## src/rtl/write_buffer.sv

```systemverilog
// Posted-write buffer between the CPU data port and the data cache.
// Writes are queued and acked early; reads may bypass unrelated queued writes.
module write_buffer #(
   parameter  int DEPTH       = 4,
   parameter  int BYPASS_READ = 1,
   localparam int PTR_W       = $clog2(DEPTH)
) (
   input  logic             clk,
   input  logic             rst,
   input  logic             cpu_data_req,
   input  logic             cpu_data_wr,
   input  logic [1:0]       cpu_data_size,
   input  logic [31:0]      cpu_data_addr,
   input  logic [31:0]      cpu_data_wdata,
   input  logic [3:0]       cpu_data_wstrb,
   output logic [31:0]      cpu_data_rdata,
   output logic             cpu_data_addr_ok,
   output logic             cpu_data_data_ok,
   output logic             dcache_data_req,
   output logic             dcache_data_wr,
   output logic [1:0]       dcache_data_size,
   output logic [31:0]      dcache_data_addr,
   output logic [31:0]      dcache_data_wdata,
   output logic [3:0]       dcache_data_wstrb,
   input  logic [31:0]      dcache_data_rdata,
   input  logic             dcache_data_addr_ok,
   input  logic             dcache_data_data_ok,
   output logic             wb_empty,
   output logic [PTR_W:0]   wb_count
);

   typedef enum logic [1:0] {
      S_IDLE,
      S_WR_WAIT,
      S_RD_WAIT
   } state_t;

   state_t r_state;
   state_t w_next;

   logic [31:0]      r_addr  [DEPTH];
   logic [31:0]      r_wdata [DEPTH];
   logic [1:0]       r_size  [DEPTH];
   logic [3:0]       r_wstrb [DEPTH];

   logic [PTR_W-1:0] r_head;
   logic [PTR_W-1:0] r_tail;
   logic [PTR_W:0]   r_count;
   logic             r_wr_ack;

   logic             w_full;
   logic             w_push;
   logic             w_pop;
   logic [DEPTH-1:0] w_hit;
   logic             w_match;
   logic             w_rd_ok;
   logic             w_rd_elig;
   logic             w_drain;

   assign w_full = (r_count == (PTR_W+1)'(DEPTH));

   // The head retiring this cycle frees a slot for a push.
   assign w_pop = (r_state == S_WR_WAIT)
                & dcache_data_data_ok;

   assign w_push = cpu_data_req
                 & cpu_data_wr
                 & (r_state != S_RD_WAIT)
                 & (~w_full | w_pop);

   always_comb begin
      w_hit = '0;
      for (int i = 0; i < DEPTH; i++) begin
         w_hit[i] =
            ({1'b0, PTR_W'(i) - r_head} < r_count)
            && (r_addr[i][31:2] == cpu_data_addr[31:2]);
      end
   end

   assign w_match = |w_hit;

   always_comb begin
      if (BYPASS_READ != 0) begin
         w_rd_ok = ~w_match;
      end else begin
         w_rd_ok = (r_count == '0);
      end
   end

   assign w_rd_elig = cpu_data_req
                    & ~cpu_data_wr
                    & (r_state == S_IDLE)
                    & w_rd_ok;

   assign w_drain = (r_state == S_IDLE)
                  & ~w_rd_elig
                  & (r_count != '0);

   always_ff @(posedge clk) begin
      if (w_push) begin
         r_addr[r_tail]  <= cpu_data_addr;
         r_wdata[r_tail] <= cpu_data_wdata;
         r_size[r_tail]  <= cpu_data_size;
         r_wstrb[r_tail] <= cpu_data_wstrb;
      end
   end

   always_ff @(posedge clk or posedge rst) begin
      if (rst) begin
         r_head   <= '0;
         r_tail   <= '0;
         r_count  <= '0;
         r_wr_ack <= 1'b0;
      end else begin
         r_wr_ack <= w_push;
         if (w_push) begin
            r_tail <= r_tail + PTR_W'(1);
         end
         if (w_pop) begin
            r_head <= r_head + PTR_W'(1);
         end
         case ({w_push, w_pop})
            2'b10:   r_count <= r_count + (PTR_W+1)'(1);
            2'b01:   r_count <= r_count - (PTR_W+1)'(1);
            default: r_count <= r_count;
         endcase
      end
   end

   always_ff @(posedge clk or posedge rst) begin
      if (rst) begin
         r_state <= S_IDLE;
      end else begin
         r_state <= w_next;
      end
   end

   always_comb begin
      w_next = r_state;
      case (r_state)
         S_IDLE: begin
            if (w_rd_elig && dcache_data_addr_ok) begin
               w_next = S_RD_WAIT;
            end else if (w_drain && dcache_data_addr_ok) begin
               w_next = S_WR_WAIT;
            end
         end
         S_WR_WAIT: begin
            if (dcache_data_data_ok) begin
               w_next = S_IDLE;
            end
         end
         S_RD_WAIT: begin
            if (dcache_data_data_ok) begin
               w_next = S_IDLE;
            end
         end
         default: w_next = S_IDLE;
      endcase
   end

   always_comb begin
      dcache_data_req   = 1'b0;
      dcache_data_wr    = 1'b0;
      dcache_data_size  = r_size[r_head];
      dcache_data_addr  = r_addr[r_head];
      dcache_data_wdata = r_wdata[r_head];
      dcache_data_wstrb = r_wstrb[r_head];
      cpu_data_addr_ok  = w_push;
      cpu_data_data_ok  = r_wr_ack;
      if (w_rd_elig) begin
         dcache_data_req   = 1'b1;
         dcache_data_size  = cpu_data_size;
         dcache_data_addr  = cpu_data_addr;
         dcache_data_wdata = cpu_data_wdata;
         dcache_data_wstrb = cpu_data_wstrb;
         cpu_data_addr_ok  = dcache_data_addr_ok;
      end else if (w_drain) begin
         dcache_data_req   = 1'b1;
         dcache_data_wr    = 1'b1;
      end
      if ((r_state == S_RD_WAIT) && dcache_data_data_ok) begin
         cpu_data_data_ok = 1'b1;
      end
   end

   assign cpu_data_rdata = dcache_data_rdata;
   assign wb_empty = (r_count == '0) && (r_state != S_WR_WAIT);
   assign wb_count = r_count;

endmodule

```

## config.mk

```make
export PLATFORM = sky130hd
export DESIGN_NAME = write_buffer
export DESIGN_NICKNAME = d
export VERILOG_FILES = /design/src/rtl/write_buffer.sv
export SDC_FILE = /design/constraint.sdc
export NUM_CORES = 1
export LEC_CHECK = 0
export ABC_AREA = 1
export CAP_MARGIN = 0
export CORE_UTILIZATION = 40
export CTS_BUF_LIST = sky130_fd_sc_hd__clkbuf_2 sky130_fd_sc_hd__clkbuf_4 sky130_fd_sc_hd__clkbuf_8
export CTS_CLUSTER_SIZE = 25
export DETAILED_ROUTE_END_ITERATION = 12
export HOLD_SLACK_MARGIN = 0.02
export PLACE_DENSITY_LB_ADDON = 0.05
export SYNTH_ARGS = -nofsm -noshare
export SYNTH_HDL_FRONTEND = slang
export SYNTH_SLANG_ARGS = --single-unit
```

## constraint.sdc

```tcl
create_clock -name clk -period 4.4 [get_ports clk]
set_input_delay 0.44 -clock clk [delete_from_list [all_inputs] [get_ports clk]]
set_output_delay 0.44 -clock clk [all_outputs]
set_load 0.005 [all_outputs]
```

## Yosys cells after proc, flatten, opt, wreduce, memory -nomap -nowiden

Memories as Yosys holds them, arrays and structs flattened.
Index checks and enable logic that the tools add are counted.

| cells by class | value |
|---|---|
| reductions and logical operators | 15 |
| order comparisons | 4 |
| equal/unequal tests | 13 |
| multiplexer cells | 16 |
| add/sub/neg operators | 8 |
| bitwise operators | 14 |

Operators by type and width:

| kind | number |
|---|---|
| $eq 30x30->1 | 4 |
| $mux 32 | 2 |
| $lt 2x3->1 | 4 |
| $and 1x1->1 | 9 |
| $logic_and 1x1->1 | 8 |
| $mux 2 | 4 |
| $mux 1 | 7 |
| $pmux 3 s2 | 1 |
| $add 2x1->2 const B | 2 |
| $eq 2x1->1 const B | 2 |
| $eq 2x2->1 const B | 2 |
| $mux 4 | 1 |
| $ne 2x1->1 const B | 2 |
| $not 1->1 | 4 |
| $pmux 2 s2 | 1 |
| $reduce_or 4->1 | 1 |
| $sub 1x2->2 const A | 2 |
| $sub 2x2->2 const A | 2 |
| $add 3x1->3 const B | 1 |
| $eq 3x3->1 const B | 1 |
| $logic_not 3->1 | 1 |
| $ne 3x1->1 const B | 1 |
| $reduce_bool 3->1 | 1 |
| $sub 3x1->3 const B | 1 |
| 6 further kinds | 6 |

| word-level totals | value |
|---|---|
| input port bits | 108 |
| register bits after elaboration | 10 |
| memory bits (writable) | 280 |
| memories kept | 4 |
| output and inout bits | 110 |
| logic and storage cells | 79 |

Memories:

| name | depth | width | read ports | clocked after memory_dff | write ports | line | text |
|---|---|---|---|---|---|---|---|
| r_addr | 4 | 32 | 5 | 0 | 1 | 41 | `logic [31:0] r_addr [DEPTH];` |
| r_wdata | 4 | 32 | 1 | 0 | 1 | 42 | `logic [31:0] r_wdata [DEPTH];` |
| r_wstrb | 4 | 4 | 1 | 0 | 1 | 44 | `logic [3:0] r_wstrb [DEPTH];` |
| r_size | 4 | 2 | 1 | 0 | 1 | 43 | `logic [1:0] r_size [DEPTH];` |

## Logic depth before layout (Yosys ltp)

Gate-level depths: netlist of the first run.

| depth | value |
|---|---|
| depth after elaboration | 13 |
| gate-level depth with buffers | 22 |
| mapped depth without buffers | 20 |

## Worst setup path after synthesis of the first run

OpenSTA, ideal clock, no wires.

| timing path | value |
|---|---|
| kind | register to register |
| start point | register r_state[0] |
| end point | memory r_addr[0][0] (enable) |
| slack | -271 ps |
| cell stages (with the launch flop) | 8 |
| clock period less this slack | 4671 ps |
| data required time | 3901 ps |
| arrival time | 4172 ps |
| path buffers | 0 |
| path through | dfrtp_1 -> inv_1 -> ha_1 -> inv_1 -> nand3_1 -> a31oi_1 -> inv_1 -> nor2_1 |

| on the way | value |
|---|---|
| longest elaborated chain between the ends | 6 |

Ends and longest elaborated chain:

| element | line | text |
|---|---|---|
| start: declaration | 38 | `state_t r_state;` |
| start signal: assignment | 134 | `r_state <= w_next;` |
| $eq 2x1->1 | 63 | `assign w_pop = (r_state == S_WR_WAIT)` |
| $and 1x1->1 | 64 | `& dcache_data_data_ok;` |
| $or 1x1->1 | 69 | `& (~w_full \| w_pop);` |
| $and 1x1->1 (*) | 69 |  |
| named net w_push | 52 | `logic w_push;` |
| $mux 1 (*) | 100 | `if (w_push) begin` |
| $mux 1 (implied by the code) (*) | 101 | `r_addr[r_tail] <= cpu_data_addr;` |
| end: declaration | 41 |  |

Mark *: on every way through the listed nets, which the timed path passes. The rest lies on a longest branch.

## Final worst setup path of the first run

| timing path | value |
|---|---|
| start point | register r_head[1] |
| end point | output dcache_data_addr[11] |

| on the way | value |
|---|---|
| longest elaborated chain between the ends | 7 |

Ends and longest elaborated chain:

| element | line | text |
|---|---|---|
| start: declaration | 46 | `logic [PTR_W-1:0] r_head;` |
| start signal: assignment | 120 | `r_head <= r_head + PTR_W'(1);` |
| $sub 1x2->2 / $sub 2x2->2 (equally long branches) | 75 | `({1'b0, PTR_W'(i) - r_head} < r_count)` |
| $lt 2x3->1 | 75 |  |
| $logic_and 1x1->1 | 76 | `&& (r_addr[i][31:2] == cpu_data_addr[31:2]);` |
| $reduce_or 4->1 | 80 | `assign w_match = \|w_hit;` |
| $not 1->1 | 84 | `w_rd_ok = ~w_match;` |
| $and 1x1->1 | 93 | `& w_rd_ok;` |
| $mux 32 (*) | 171 | `if (w_rd_elig) begin` |
| end: declaration | 22 | `output logic [31:0] dcache_data_addr,` |

Mark *: on every way between the ends. The rest lies on a longest branch, timed or not.

==> results of run 1 <==
power by group through the flow:
| stage | combinational [mW] | sequential (mW) | clock [mW] |
|---|---|---|---|
| 3_5_place_dp | 3.80 | 3.58 | 0 |
| 2_1_floorplan | 1.90 | 3.57 | 0 |
| 6_report | 3.82 | 3.52 | 2.51 |
| 5_1_grt | 4.18 | 3.55 | 2.69 |
| 4_1_cts | 3.82 | 3.52 | 2.58 |
| 3_3_place_gp | 3.80 | 3.57 | 0 |
logic make-up (layout without fill, tap and decap cells):
group / count (synthesis) / in the layout
AOI/OAI and AO/OA: 173 / 173
xor gates and xnor gates: 92 / 92
adders and majority gates: 12 / 12
buffers and inverters: 193 / 351
DFF: 290 / 290
other: 0 / 2
and+or+nand+nor: 407 / 407
final timing paths:
path | endpoint | slack (ns) | cells after the start
setup / recovery | dcache_data_addr[11] | 0.20 | 14
max in group asynchronous | r_head[1] | 3.91 | 2
hold / removal | r_tail[1] | 0.17 | 2
hold reg to reg | r_state[1] | 0.50 | 2
min in group clk | r_state[1] | 0.50 | 2
setup reg to reg | r_addr[1][19] | 1.49 | 7
timing repair:
| action | in CTS | in global routing |
|---|---|---|
| endpoints found under the setup margin | 5 | 45 |
| pin swaps | 0 | 0 |
| gates resized for setup | 1 | 8 |
| hold buffers | 0 | 0 |
| gates cloned | 0 | 2 |
critical path: cells and delay by family (launching register included):
kind                       cells  cell delay (ns)
AOI/OAI and AO/OA              3             0.66
buffers and inverters          4             0.97
and+or+nand+nor                6             0.79
adders and majority gates      1             0.26
DFF                            1             0.51
state kept, by name, indices dropped and copies added, names as in the netlist:
register / cells
r_addr: 128
r_wdata: 128
r_wstrb: 16
r_size: 8
wb_count: 3
r_head: 2
r_state: 2
r_tail: 2
r_wr_ack: 1
synth_stat cells:
cell        n
a21boi_1    1
nand2_4     1
o21bai_1    1
a31oi_1    17
buf_2      35
fa_1        1
nor3_2      1
o211ai_1    8
nor2_2      1
o221ai_1    5
inv_1      73
o21ai_1     4
o22ai_1     1
a21oi_1     2
nor3_1      3
o21ai_0    13
dfrtp_1    10
clkbuf_2    3
xnor2_1    39
inv_2       7
edfxtp_1  280
buf_1       1
nand3_1   123
nand2_1   128
xor2_1     53
nor2_1    137
clkbuf_1   40
a22oi_1    71
buf_4      33
a41oi_1    50
ha_1       11
buf_6       1
and3b_1     1
nand4_1    12
area by class of cell:
| class | count | area, µm² |
|---|---|---|
| Inverter | 80 | 303 |
| Antenna cell | 2 | 5.00 |
| Fill cell | 2993 | 17000 |
| Multi-Input combinational cell | 684 | 4060 |
| Timing Repair Buffer | 173 | 1850 |
| Clock buffer | 70 | 857 |
| Sequential cell | 290 | 8660 |
| Clock inverter | 28 | 180 |
| Tap cell | 448 | 561 |
layout by cell type (no fill, tap or decap), drive strengths merged, types with 10 or more instances in the layout:
master and instances:
nand3 123, inv 81, buf 18, edfxtp 280, nand4 12, nand2 129, a22oi 71, ha 11
clkinv 25, o21ai 17, xnor2 39, dfrtp 10, nor2 138, clkdlybuf4s50 152, a31oi 17, a41oi 50
clkbuf 72, xor2 53
routing by layer:
metal  part of all wire  up-vias  track usage
met5            0.00050        -            0
met4              0.027        2       0.0731
met3              0.064       77       0.0493
met2               0.46      270        0.325
met1               0.45     4576        0.271
li1                   -     4424            -
==> results by group, run 1 <==
Outcome
  • Outcome: finished clean

Global routing
  • Gr usage total: 0.204
  • First-pass GRT wire length: about 53000 µm
  • Vias in the first global route: about 9100
  • Pin count of the biggest net entering global routing: 76
  • Global route overflow: 0
  • Initial antenna violation count: 3

Detailed routing
  • WL/cell: 20.3 µm
  • Via/cell ratio: ~5.3
  • DRT Pass-1 Iters: 7
  • Vias: around 9300
  • DRC violations left: 0
  • Number of DRC violations after detailed-routing iteration 0: roughly 650
  • Routed WL: 36000 µm
  • ANT nets after route: 0

STA
  • Setup violators final: 0
  • Final Hold Slack: ~0.17 ns
  • Clk_skew: 0.0314 ns
  • Final Critical Period: 4.20 ns
  • Period utilization: 0.954
  • Worst Tran Pin Value: approximately 1 ns
  • Slew Viols, Final: 0
  • Final hold vios: 0
  • FMAX: about 240 MHz
  • Setup ws final: between 0.2 and 0.25 ns
  • RSZ-0062 raised after global routing: no
  • Max-slew headroom: 0.324
  • Setup TNS: 0 ns

Clock network
  • Worst-path clk slew: about 0.05 ns
  • Post-CTS Setup Bufs: 0
  • Max Buffers Root-to-Sink: 3
  • CTS tree: yes
  • Clock Latency Late Sink: slightly below 0.6 ns
  • CTS H-tree lvls: 2
  • TritonCTS buffer count: 52
  • Clk root buf: clkbuf_8
  • CTS sink count: slightly below 300

Finish
  • Area grow syn2layout: 21.6%
  • Non-Filler Instances: 1775
  • Final core utilization: 0.493
  • Finished Cell Area: about 0.016 mm²
  • Nets: around 1400
  • Share of cells above drive strength 1: 0.0883

Critical path
  • CP max stage delay: between 0.5 and 0.6 ns
  • Crit path max fanout: 29
  • Slowest stage cell on the critical path: clkdlybuf4s50_1
  • Crit. Startpoint: r_head[1]
  • Crit path kind: reg2out
  • Critical path, cell by cell: nor2_4 > inv_1 > nand2_1 > inv_1 > ha_1 > a21boi_1 > o21ai_0 > nand4_1 > nor2_1 > nor2_2 > nand2_8 > clkbuf_16 > o21ai_0 > clkdlybuf4s50_1
  • Critical path startpoint category: flop
  • Critical Path AT: between 3 and 4 ns
  • CP endpoint kind: output port
  • CP required: about 4.0 ns
  • RR Startpoint: r_state[1]

Placement
  • Dpl cell area: 0.0153 mm²
  • Detailed placement HPWL: 20100 µm
  • PortBufs: roughly 150
  • Placed cell count: roughly 1700
  • Pre-CTS setup slack: ~0.33 ns
  • Routability cong.: ~0.8

Power
  • VDD IR max: 0.391 mV
  • NetSw: about 3.4 mW
  • Pwr/cell area: approximately 600 mW/mm²
  • Clk pwr share: 0.254
  • Leak: between 5 and 6 nW
  • Internal: between 6 and 7 mW
  • Pwr Total: 9.85 mW
  • Switching share of power: 0.346
  • Register share of total power: 0.358
  • Logic pwr share: 0.388

Logic synthesis
  • Post-Synth XOR/XNOR Area: 0.0594
  • Cell area after synthesis: 0.0136 mm²
  • Mux cell area share after synthesis: 0
  • Synth Area in Adders: 0.0116
  • Simple-Gate Fraction of Synth Area: 0.128
  • Top-area cell type share of the netlist area: 0.620
  • Syn Area/Cell: roughly 12 µm²
  • Synth top area cells: edfxtp_1, nand3_1, a22oi_1
  • Synth Area in Compound Gates: 0.0957
  • Dominant cell type by area after synthesis: edfxtp_1
  • FF+latch count, synth: 290
  • Synth Warn #: 0
  • Cell variety after synth: 34
  • Seq/Total Area, Yosys: 0.639
  • Syn Inst Count: 1167
  • Largest family of logic cells by synthesized area: simple AND/OR/NAND/NOR gates
  • Post-Syn Nets: 1287

Run
  • Max Cap Violations: 0

Floorplanning
  • Die Y: ~190 µm
  • FP Rows: between 60 and 70
  • Core ar.: 0.0334 mm²
  • Io pins: 218
  • Die area: between 0.03 and 0.04 mm²
  • Die W: between 150 and 200 µm
  • Initial core utilization: 0.405

Min path
  • Hold crit path type: in2async
Note: power is estimated with default switching activity, not from simulation.
==> inputs of run 2 (changes only) <==
--- a/config.mk
+++ b/config.mk
@@ -7,8 +7,11 @@
 export LEC_CHECK = 0
 export ABC_AREA = 1
 export CAP_MARGIN = 0
+export CELL_PAD_IN_SITES_DETAIL_PLACEMENT = 0
+export CELL_PAD_IN_SITES_GLOBAL_PLACEMENT = 1
 export CORE_UTILIZATION = 40
 export CTS_BUF_LIST = sky130_fd_sc_hd__clkbuf_2 sky130_fd_sc_hd__clkbuf_4 sky130_fd_sc_hd__clkbuf_8
+export CTS_CLUSTER_DIAMETER = 200
 export CTS_CLUSTER_SIZE = 25
 export DETAILED_ROUTE_END_ITERATION = 12
 export HOLD_SLACK_MARGIN = 0.02
==> results by group, run 2 (synthesized netlist as in run 1, its figures left out) <==
Floorplanning
  • Die W: between 150 and 200 µm
  • Io pins: 218
  • Die area: around 0.035 mm²
  • FP Rows: 67
  • Core ar.: roughly 0.033 mm²
  • Die Y: 186 µm
  • Initial core utilization: 0.405

STA
  • Max-slew headroom: 0.330
  • Slew Viols, Final: 0
  • FMAX: ~240 MHz
  • Setup violators final: 0
  • Final hold vios: 0
  • Worst Tran Pin Value: 1.01 ns
  • Final Critical Period: around 4.1 ns
  • RSZ-0062 raised after global routing: no
  • Final Hold Slack: ~0.16 ns
  • Clk_skew: around 0.023 ns
  • Setup ws final: about 0.25 ns
  • Period utilization: 0.943

Outcome
  • Outcome: finished clean

Clock network
  • Max Buffers Root-to-Sink: 3
  • TritonCTS buffer count: 15
  • Clk root buf: clkbuf_8
  • CTS H-tree lvls: 1
  • CTS sink count: between 200 and 300
  • Worst-path clk slew: around 0.16 ns
  • Clock Latency Late Sink: between 0.5 and 0.6 ns
  • CTS tree: yes

Critical path
  • FF-to-FF setup slack: roughly 1.5 ns
  • Crit path kind: reg2out
  • RR Startpoint: r_state[1]
  • Crit path max fanout: 44
  • Critical path, cell by cell: nor2_4 > inv_1 > nand2_1 > inv_1 > ha_1 > a21boi_1 > o21ai_1 > nand4_1 > nor2_1 > nor2_2 > nand2_4 > buf_12 > nor2_1 > a41oi_1 > clkdlybuf4s50_1
  • Critical path startpoint category: flop
  • Reg2reg end: r_wdata[3][11]
  • CP Buf/Inv Count: 4
  • Slowest stage cell on the critical path: clkdlybuf4s50_1
  • CP top delay family: buffers and inverters
  • CP required: a little under 4 ns
  • Critical Path AT: 3.71 ns
  • R2R depth: 7
  • CP max stage delay: approximately 0.56 ns
  • CP endpoint kind: output port

Run
  • Max Cap Violations: 0

Placement
  • Pre-CTS setup slack: ~0.35 ns
  • PortBufs: between 150 and 200
  • Routability cong.: about 0.77
  • Detailed placement HPWL: 20800 µm

Power
  • Register share of total power: 0.410
  • Leak: ~5.3 nW
  • NetSw: about 3.1 mW
  • VDD IR max: 0.316 mV
  • Logic pwr share: 0.445
  • Pwr Total: between 8 and 9 mW
  • Switching share of power: 0.363
  • Clk pwr share: 0.145
  • Internal: roughly 5.5 mW
  • Pwr/cell area: roughly 550 mW/mm²

Finish
  • Nets: about 1400
  • Biggest regs: r_addr x128, r_wdata x128, r_wstrb x16
  • Filler instances: a little over 3000
  • ANT cells: 0
  • Share of cells above drive strength 1: 0.0533
  • Area grow syn2layout: 15.5%
  • Commonest non-fill, non-tap cell in the layout: edfxtp_1
  • Most frequent cells in the layout: edfxtp_1, clkdlybuf4s50_1, nor2_1

Global routing
  • Vias in the first global route: ~8900
  • Gr usage total: 0.202
  • Global route overflow: 0
  • Initial antenna violation count: 2
  • Pin count of the biggest net entering global routing: between 70 and 80
  • First-pass GRT wire length: 52700 µm

Detailed routing
  • Via/cell ratio: 5.23
  • DRT Pass-1 Iters: 5
  • Met3 wire len: 1620 µm
  • M1 WL: 16200 µm
  • DRC violations left: 0
  • Top sig layer: met5
  • WL/cell: a little over 20 µm
  • Metal2 WL: approximately 17000 µm
  • Routed WL: roughly 35000 µm
  • Number of DRC violations after detailed-routing iteration 0: slightly below 600
  • ANT nets after route: 0
  • Vias: 8906

Min path
  • Hold crit path type: in2async
-- run 2: cell types whose count changed in the layout (fill, tap and decap cells not counted), sizes merged --
cell,delta
buf,+5
bufinv,-2
clkbuf,-48
clkdlybuf4s50,+1
clkinv,-25
clkinvlp,+1
diode,-2
dlymetal6s2s,-1
-- run 2: per-layer routing --
layer | up-vias | GRT usage
li1 | 4311 | -
met1 | 4364 | 0.282
met2 | 193 | 0.334
met3 | 36 | 0.0325
met4 | 2 | 0.0423
met5 | - | 0
-- run 2: worst max-delay path by stage --
stage                           end               from  cells past startpoint
3_3_place_gp   dcache_data_wstrb[2]  cpu_data_addr[20]                     15
2_1_floorplan          r_addr[0][0]         r_state[0]                      7
5_1_grt        dcache_data_wdata[1]          r_head[1]                     15
6_report       dcache_data_wdata[1]          r_head[1]                     15
3_5_place_dp   dcache_data_wdata[1]  cpu_data_addr[20]                     15
4_1_cts        dcache_data_wdata[1]          r_head[1]                     15
-- run 2: what timing repair did --
action,in CTS,in global routing
hold buffers,0,0
gates cloned,0,0
gates resized for setup,0,1
endpoints found under the setup margin,55,33
buffers inserted,4,0
hold endpoints to repair,0,0
-- run 2: power groups by stage --
| stage | logic, mW | registers (mW) | clock network, mW |
|---|---|---|---|
| after CTS | 3.88 | 3.52 | 1.30 |
| after global routing | 4.21 | 3.55 | 1.37 |
| final | 3.81 | 3.51 | 1.25 |
| after detailed placement | 3.76 | 3.64 | 0 |
| after global placement | 3.76 | 3.63 | 0 |
| after floorplan | 1.90 | 3.57 | 0 |
-- run 2: through the flow --
step	cells	instance area [µm²]	setup TNS (ns)	utilization
3_3_place_gp	1674	15300	0	0.458
5_1_grt	1704	15700	0	0.468
6_report	1704	15700	0	0.468
4_1_cts	1704	15700	0	0.468
3_5_place_dp	1674	15300	0	0.458
2_1_floorplan	1167	13600	-75.78	-
-- run 2: layout make-up --
cell class / instances / area (µm²) / share of cell area
Clock buffer: 24 / 274 / 0.0175
Timing Repair Buffer: 176 / 1800 / 0.115
Inverter: 80 / 300 / 0.0192
Tap cell: 448 / 561 / 0.0358
Multi-Input combinational cell: 684 / 4040 / 0.258
Sequential cell: 290 / 8660 / 0.553
Clock inverter: 2 / 18.8 / 0.00120
